`config.mk`:
```
export PLATFORM = sky130hd
export DESIGN_NAME = alu_rr_arbiter
export DESIGN_NICKNAME = d
export VERILOG_FILES = /design/src/rtl/alu_rr_arbiter.sv
export SDC_FILE = /design/constraint.sdc
export NUM_CORES = 1
export LEC_CHECK = 0
export CAP_MARGIN = 30
export CORE_MARGIN = 1.5
export CORE_UTILIZATION = 44
export CTS_CLUSTER_DIAMETER = 40
export DETAILED_ROUTE_END_ITERATION = 6
export PLACE_DENSITY = 0.95
export SETUP_SLACK_MARGIN = 0.02
export SLEW_MARGIN = 20
export SYNTH_ARGS = -nofsm -noshare
export SYNTH_HDL_FRONTEND = slang
export SYNTH_SLANG_ARGS = --single-unit
```
`constraint.sdc`:
```
create_clock -name clk -period 3.8 [get_ports clk]
set_input_delay 0.38 -clock clk [delete_from_list [all_inputs] [get_ports clk]]
set_output_delay 0.38 -clock clk [all_outputs]
set_load 0.03 [all_outputs]
```
`src/rtl/alu_rr_arbiter.sv`:
```
// Round-robin front end that shares one external combinational ALU between two requesters.
// Commands are registered onto the ALU inputs, then the result is captured and returned on a tagged response channel.
module alu_rr_arbiter #(
    parameter int DATA_W = 32,
    parameter int CNT_W  = 16
) (
    input  logic              clk,
    input  logic              rst,
    input  logic              req0_valid,
    output logic              req0_ready,
    input  logic [DATA_W-1:0] req0_a,
    input  logic [DATA_W-1:0] req0_b,
    input  logic [2:0]        req0_op,
    input  logic              req1_valid,
    output logic              req1_ready,
    input  logic [DATA_W-1:0] req1_a,
    input  logic [DATA_W-1:0] req1_b,
    input  logic [2:0]        req1_op,
    output logic [DATA_W-1:0] alu_a,
    output logic [DATA_W-1:0] alu_b,
    output logic [3:0]        alu_sel,
    input  logic [DATA_W-1:0] alu_r,
    input  logic              alu_zf,
    output logic              rsp_valid,
    input  logic              rsp_ready,
    output logic              rsp_id,
    output logic [DATA_W-1:0] rsp_r,
    output logic              rsp_zf,
    output logic              rsp_err,
    output logic [CNT_W-1:0]  cnt0,
    output logic [CNT_W-1:0]  cnt1
);

    typedef enum logic [1:0] {IDLE, EXEC, RESP} state_t;

    state_t            state_q, state_d;
    logic              last_grant_q, last_grant_d;
    logic              id_q, id_d;
    logic              err_q, err_d;
    logic [DATA_W-1:0] alu_a_q, alu_a_d;
    logic [DATA_W-1:0] alu_b_q, alu_b_d;
    logic [3:0]        alu_sel_q, alu_sel_d;
    logic              rsp_valid_q, rsp_valid_d;
    logic              rsp_id_q, rsp_id_d;
    logic [DATA_W-1:0] rsp_r_q, rsp_r_d;
    logic              rsp_zf_q, rsp_zf_d;
    logic              rsp_err_q, rsp_err_d;
    logic [CNT_W-1:0]  cnt0_q, cnt0_d;
    logic [CNT_W-1:0]  cnt1_q, cnt1_d;

    logic              grant0, grant1;
    logic              sel_id;
    logic [2:0]        sel_op;
    logic [DATA_W-1:0] sel_a, sel_b;
    logic              sel_illegal;

    // On a tie the requester that did not win last time is served.
    assign grant0 = req0_valid && (!req1_valid || last_grant_q);
    assign grant1 = req1_valid && (!req0_valid || !last_grant_q);
    assign req0_ready = (state_q == IDLE) && grant0;
    assign req1_ready = (state_q == IDLE) && grant1;

    assign sel_id      = grant1;
    assign sel_op      = sel_id ? req1_op : req0_op;
    assign sel_a       = sel_id ? req1_a : req0_a;
    assign sel_b       = sel_id ? req1_b : req0_b;
    assign sel_illegal = sel_op[2] & sel_op[1];

    always_comb begin
        state_d      = state_q;
        last_grant_d = last_grant_q;
        id_d         = id_q;
        err_d        = err_q;
        alu_a_d      = alu_a_q;
        alu_b_d      = alu_b_q;
        alu_sel_d    = alu_sel_q;
        rsp_valid_d  = rsp_valid_q;
        rsp_id_d     = rsp_id_q;
        rsp_r_d      = rsp_r_q;
        rsp_zf_d     = rsp_zf_q;
        rsp_err_d    = rsp_err_q;
        cnt0_d       = cnt0_q;
        cnt1_d       = cnt1_q;
        case (state_q)
            IDLE: begin
                if (req0_ready || req1_ready) begin
                    id_d         = sel_id;
                    last_grant_d = sel_id;
                    err_d        = sel_illegal;
                    // Illegal opcodes leave the ALU inputs untouched.
                    if (!sel_illegal) begin
                        alu_a_d   = sel_a;
                        alu_b_d   = sel_b;
                        alu_sel_d = {1'b0, sel_op};
                    end
                    state_d = EXEC;
                end
            end
            EXEC: begin
                rsp_valid_d = 1'b1;
                rsp_id_d    = id_q;
                if (err_q) begin
                    rsp_r_d   = '0;
                    rsp_zf_d  = 1'b1;
                    rsp_err_d = 1'b1;
                end else begin
                    rsp_r_d   = alu_r;
                    rsp_zf_d  = alu_zf;
                    rsp_err_d = 1'b0;
                end
                state_d = RESP;
            end
            RESP: begin
                if (rsp_ready) begin
                    rsp_valid_d = 1'b0;
                    if (rsp_id_q) cnt1_d = cnt1_q + CNT_W'(1);
                    else          cnt0_d = cnt0_q + CNT_W'(1);
                    state_d = IDLE;
                end
            end
            default: state_d = IDLE;
        endcase
    end

    always_ff @(posedge clk) begin
        if (rst) begin
            state_q      <= IDLE;
            last_grant_q <= 1'b1;
            id_q         <= 1'b0;
            err_q        <= 1'b0;
            alu_a_q      <= '0;
            alu_b_q      <= '0;
            alu_sel_q    <= '0;
            rsp_valid_q  <= 1'b0;
            rsp_id_q     <= 1'b0;
            rsp_r_q      <= '0;
            rsp_zf_q     <= 1'b0;
            rsp_err_q    <= 1'b0;
            cnt0_q       <= '0;
            cnt1_q       <= '0;
        end else begin
            state_q      <= state_d;
            last_grant_q <= last_grant_d;
            id_q         <= id_d;
            err_q        <= err_d;
            alu_a_q      <= alu_a_d;
            alu_b_q      <= alu_b_d;
            alu_sel_q    <= alu_sel_d;
            rsp_valid_q  <= rsp_valid_d;
            rsp_id_q     <= rsp_id_d;
            rsp_r_q      <= rsp_r_d;
            rsp_zf_q     <= rsp_zf_d;
            rsp_err_q    <= rsp_err_d;
            cnt0_q       <= cnt0_d;
            cnt1_q       <= cnt1_d;
        end
    end

    assign alu_a     = alu_a_q;
    assign alu_b     = alu_b_q;
    assign alu_sel   = alu_sel_q;
    assign rsp_valid = rsp_valid_q;
    assign rsp_id    = rsp_id_q;
    assign rsp_r     = rsp_r_q;
    assign rsp_zf    = rsp_zf_q;
    assign rsp_err   = rsp_err_q;
    assign cnt0      = cnt0_q;
    assign cnt1      = cnt1_q;

endmodule

```
Yosys cells after proc, flatten, opt, wreduce, memory -nomap -nowiden --
Cells that the tools add are included.
Word-level totals: register bits 140, bits of input ports 172, output and inout port bits 138, logic and storage cells 52
Cells by class: add/subtract/negate cells 2, equality and inequality tests 4, mux-type cells 11, bitwise logic cells 3, reduce and logical (&&, ||, !) cells 18
Operators by type and width (count):
- 32-bit two-way mux | 3
- 16-bit by 1-bit adder with 16-bit output (second input constant) | 2
- 3-bit AND reduction | 3
- 2-bit case mux with 3 select lines | 1
- 2-bit AND reduction | 3
- 1-bit logical AND | 4
- 2-bit two-way mux | 2
- 1-bit logical NOT | 3
- 1-bit logical OR | 3
- 1-bit two-way mux | 3
- 3-bit two-way mux | 1
- 2-bit by 1-bit == test with 1-bit output (second input constant) | 1
- 2-bit == test (second input constant) | 1
- 2-bit logical NOT | 1
- 2-bit by 1-bit != test with 1-bit output (second input constant) | 1
- 2-bit != test (second input constant) | 1
- 1-bit inverter | 2
- 1-bit case mux with 2 select lines | 1
- 2-bit nonzero test | 1
- 1-bit bitwise AND | 1

Longest topological paths before layout --
depth after elaboration 7, mapped depth 8, mapped depth without buffers 5

Least setup slack after synthesis --
OpenSTA, ideal clock, no wires.
path kind register -> register, from register cnt0_q[0] (netlist: cnt0[0]), to register cnt0_q[14] (netlist: cnt0[14]), setup time 0.070 ns, data arrival time 2.006 ns, data required time 3.730 ns, slack 1.724 ns, stages on the path, launching flop included 7, buffers on the path 1, period minus slack after synthesis 2.076 ns, cells stage by stage dfxtp_1 -> ha_1 -> nand3b_1 -> or3_1 -> clkbuf_1 -> or4_1 -> a21oi_1
Between the ends: word-level cells in the longest chain between the ends 1
RTL lines:
- start: declaration | RTL line 48 | logic [CNT_W-1:0] cnt0_q, cnt0_d;
- start signal: assignment | RTL line 154 | cnt0_q <= cnt0_d;
- 16-bit by 1-bit adder with 16-bit output | RTL line 117 | else cnt0_d = cnt0_q + CNT_W'(1);
Every way passes these cells. A chain may end at the register's enable or synchronous reset.

Worst setup path after layout --
from register state_q[1], to output port req0_ready
Between the ends: word-level cells in the longest chain between the ends 2
RTL lines:
- start: declaration | RTL line 36 | state_t state_q, state_d;
- start signal: assignment | RTL line 142 | state_q <= state_d;
- 2-bit logical NOT | RTL line 60 | assign req0_ready = (state_q == IDLE) && grant0;
- 1-bit logical AND | RTL line 60
- end: declaration | RTL line 10 | output logic req0_ready,
Every way passes these cells.

==> flow_summary.json <==
{
  "status": "finished, final reports clean",
  "overflow": 0,
  "rsz0062_at_grt": "no",
  "hold_depth": 2,
  "worst_setup_path_start_kind": "register",
  "yosys_warnings": 0,
  "hold_path_startpoint": "rsp_r[9]$_SDFFE_PP0P_",
  "finalPower_uw": 4603,
  "grt_max_degree": 90,
  "regArea_um2": 2803,
  "syn2layout_area_growth_pct": 58.97,
  "final_core_util": 0.7242,
  "cts_hold_buf": 0,
  "arrival_ns": 2.11,
  "fin_crit_sh": 0.6541,
  "synth_cells": 751,
  "min_period_ns": 2.485,
  "crit_fanout": 10,
  "hold_viol": 0,
  "skew_ns": 0.007475,
  "reg2reg_from": "state_q[1]$_SDFFE_PP0P_",
  "io_pins": 310,
  "routed_wl_um": 21460,
  "async_flop_share": 0,
  "cts_setup_buffers": 0,
  "worst_slack_ns": 1.315,
  "die_width_um": 123.6,
  "slew_headroom": 0.3848,
  "ys_types": 44,
  "required_ns": 3.42,
  "critPathKind": "reg -> out",
  "syn_nets": 925,
  "drtIter0Drc": 623,
  "gp_congestion": 0.8482,
  "ir_drop_mv": 0.3647,
  "ys_ff_latch": 140,
  "numPortBuffers": 308,
  "clock.fmax_ghz": 0.4023,
  "fillers": 988,
  "drv_cap": 0,
  "grtUsageTotal": 0.2812,
  "synthFlopType": "dfxtp_1",
  "synth_edf_count": 0,
  "grt_first_pass_wirelength_um": 33090,
  "multi_input_area_um2": 3060,
  "drive_gt1_frac": 0.05166,
  "drc": 0,
  "hp-class": "reg -> reg",
  "cts_tree": "done",
  "dpl_worst_slack_ns": 1.316,
  "path_clk_slew_ns": 0.06,
  "dieHeight_um": 123.6,
  "vias_per_cell": 5.684,
  "slew_violations": 0,
  "grt_pass1_vias": 6618,
  "root_buffer": "clkbuf_16",
  "r2r_end": "alu_b[13]$_SDFFE_PP0P_",
  "vias": 6860,
  "die_area_um2": 15270,
  "cts_resized": 0,
  "syn_area_per_cell_um2": 8.518,
  "cts.path.max_buffers": 2,
  "tightest_slew_ns": 0.9229,
  "holdPathEnd": "rsp_r[9]$_SDFFE_PP0P_",
  "reg2regPathDepth": 5,
  "tns_ns": 0,
  "drtAntennaViolNets": 0,
  "start_util": 0.4556,
  "coreArea_um2": 14040,
  "ys_seq_area_frac": 0.4381,
  "syn_area_um2": 6397,
  "rows": 43,
  "fin_nets": 1188,
  "ctsHtreeMaxLevel": 4,
  "leakage_uw": 0.003584,
  "endpoint_kind": "primary output",
  "insertion_delay_ns": 0.42,
  "cts_sinks": 140,
  "drtPass1Iterations": 5,
  "dp_hpwl_um": 14770,
  "setup_viol": 0,
  "cts-buffers-inserted": 17,
  "reg2reg_slack_ns": 1.59,
  "avgRoutedWirePerCell_um": 17.78,
  "p_per_area_nw_per_um2": 452.6,
  "antenna_found_initial": 1
}
## registers in the layout (all words and copies together), names as in the netlist
| register | cells |
|---|---|
| alu_sel | 3 |
| rsp_err | 1 |
| cnt1 | 16 |
| alu_b | 32 |
| state_q | 2 |
| err_q | 1 |
| rsp_zf | 1 |
| rsp_valid | 1 |
| alu_a | 32 |
| rsp_r | 32 |
| id_q | 1 |
| cnt0 | 16 |
| rsp_id | 1 |
| last_grant_q | 1 |
## final cells by class
| class | count | share of cell area |
|---|---|---|
| repair buffers | 317 | 0.3108 |
| clock inverters | 10 | 0.01845 |
| flip-flops and latches | 140 | 0.2756 |
| clock buffers | 21 | 0.04528 |
| multi-input cells | 466 | 0.3009 |
| diodes | 1 | 0.0002461 |
| inverters | 72 | 0.02657 |
| well taps | 180 | 0.02215 |
## cell usage in the layout, fill, tap and decap left out, drive strengths merged, types with 2 or more instances in the layout
cell type	count
a21oi	46
a221oi	65
a31oi	2
and2	3
and3	2
buf	10
bufinv	5
clkbuf	21
clkdlybuf4s50	307
clkinv	2
clkinvlp	2
dfxtp	140
ha	2
inv	73
mux2	3
nand2	55
nand2b	2
nand3	11
nand3b	34
nand4	5
nor2	30
nor2b	7
nor3	8
nor4	8
o21a	2
o21ai	6
o31ai	67
or3	73
or4	3
xnor2	14
xor2	4
## critical path, cell delays in order, from the launching register on
cell,delay (ns)
dfxtp_1,0.42
nor2_1,0.31
nand2_1,0.16
nor2_1,0.13
clkdlybuf4s50_1,0.67
## worst max-delay path by stage
stage,startpoint,end,slack (ns),cells after the start
detailed placement,req1_op[2],alu_a[14]$_SDFFE_PP0P_,1.32,6
global placement,req1_op[2],alu_b[14]$_SDFFE_PP0P_,1.38,6
CTS,state_q[1]$_SDFFE_PP0P_,req0_ready,1.30,4
floorplan,cnt0[0]$_SDFFE_PP0P_,cnt0[14]$_SDFFE_PP0P_,1.72,6
global route,state_q[1]$_SDFFE_PP0P_,req0_ready,1.20,4
finish,state_q[1]$_SDFFE_PP0P_,req0_ready,1.31,4
## synth_stat cells (all sizes together) (7+ instances only)
library cell	n	area, um^2
nand3	11	55.05
dfxtp	140	2803
nor3	8	40.04
clkbuf	62	232.7
xnor2	14	122.6
nand3b	34	267.8
nor4	8	50.05
a21oi	46	230.2
a221oi	65	569.3
nor2b	7	43.79
buf	11	52.55
inv	72	270.3
nand2	55	206.5
o31ai	67	503.0
nor2	30	112.6
or3	73	456.7
## cells by family (layout without fill, tap and decap cells)
group / Yosys count / in the layout / share of synthesized area
adders and majority gates: 2 / 2 / 0.003911
other: 1 / 2 / 0.0005862
xor gates and xnor gates: 18 / 18 / 0.02464
buffers and inverters: 145 / 420 / 0.08684
AOI/OAI and AO/OA: 194 / 194 / 0.2212
and+or+nand+nor: 247 / 247 / 0.2179
muxes: 4 / 4 / 0.006845
DFF: 140 / 140 / 0.4381
## metal layers
metal | GRT usage | vias up | share of wire
met4 | 0.1631 | 0 | 0.046
met1 | 0.3172 | 3202 | 0.38
li1 | - | 3248 | -
met3 | 0.08745 | 82 | 0.079
met2 | 0.4689 | 328 | 0.50
met5 | 0 | - | 0
## where the power goes
| group | internal, uW | switching [uW] |
|---|---|---|
| Combinational | 506 | 602 |
| Clock | 1200 | 623 |
| Sequential | 1590 | 81.9 |
## through the flow
step                std cells  area [um^2]  hold slack [ns]
floorplan                 751         6397           0.4285
global placement         1175         9519           0.4376
detailed placement       1175         9519           0.4423
CTS                      1206        10170           0.4502
global route             1207        10170           0.4683
finish                   1207        10170           0.4494
(Power assumes the default switching activity.)
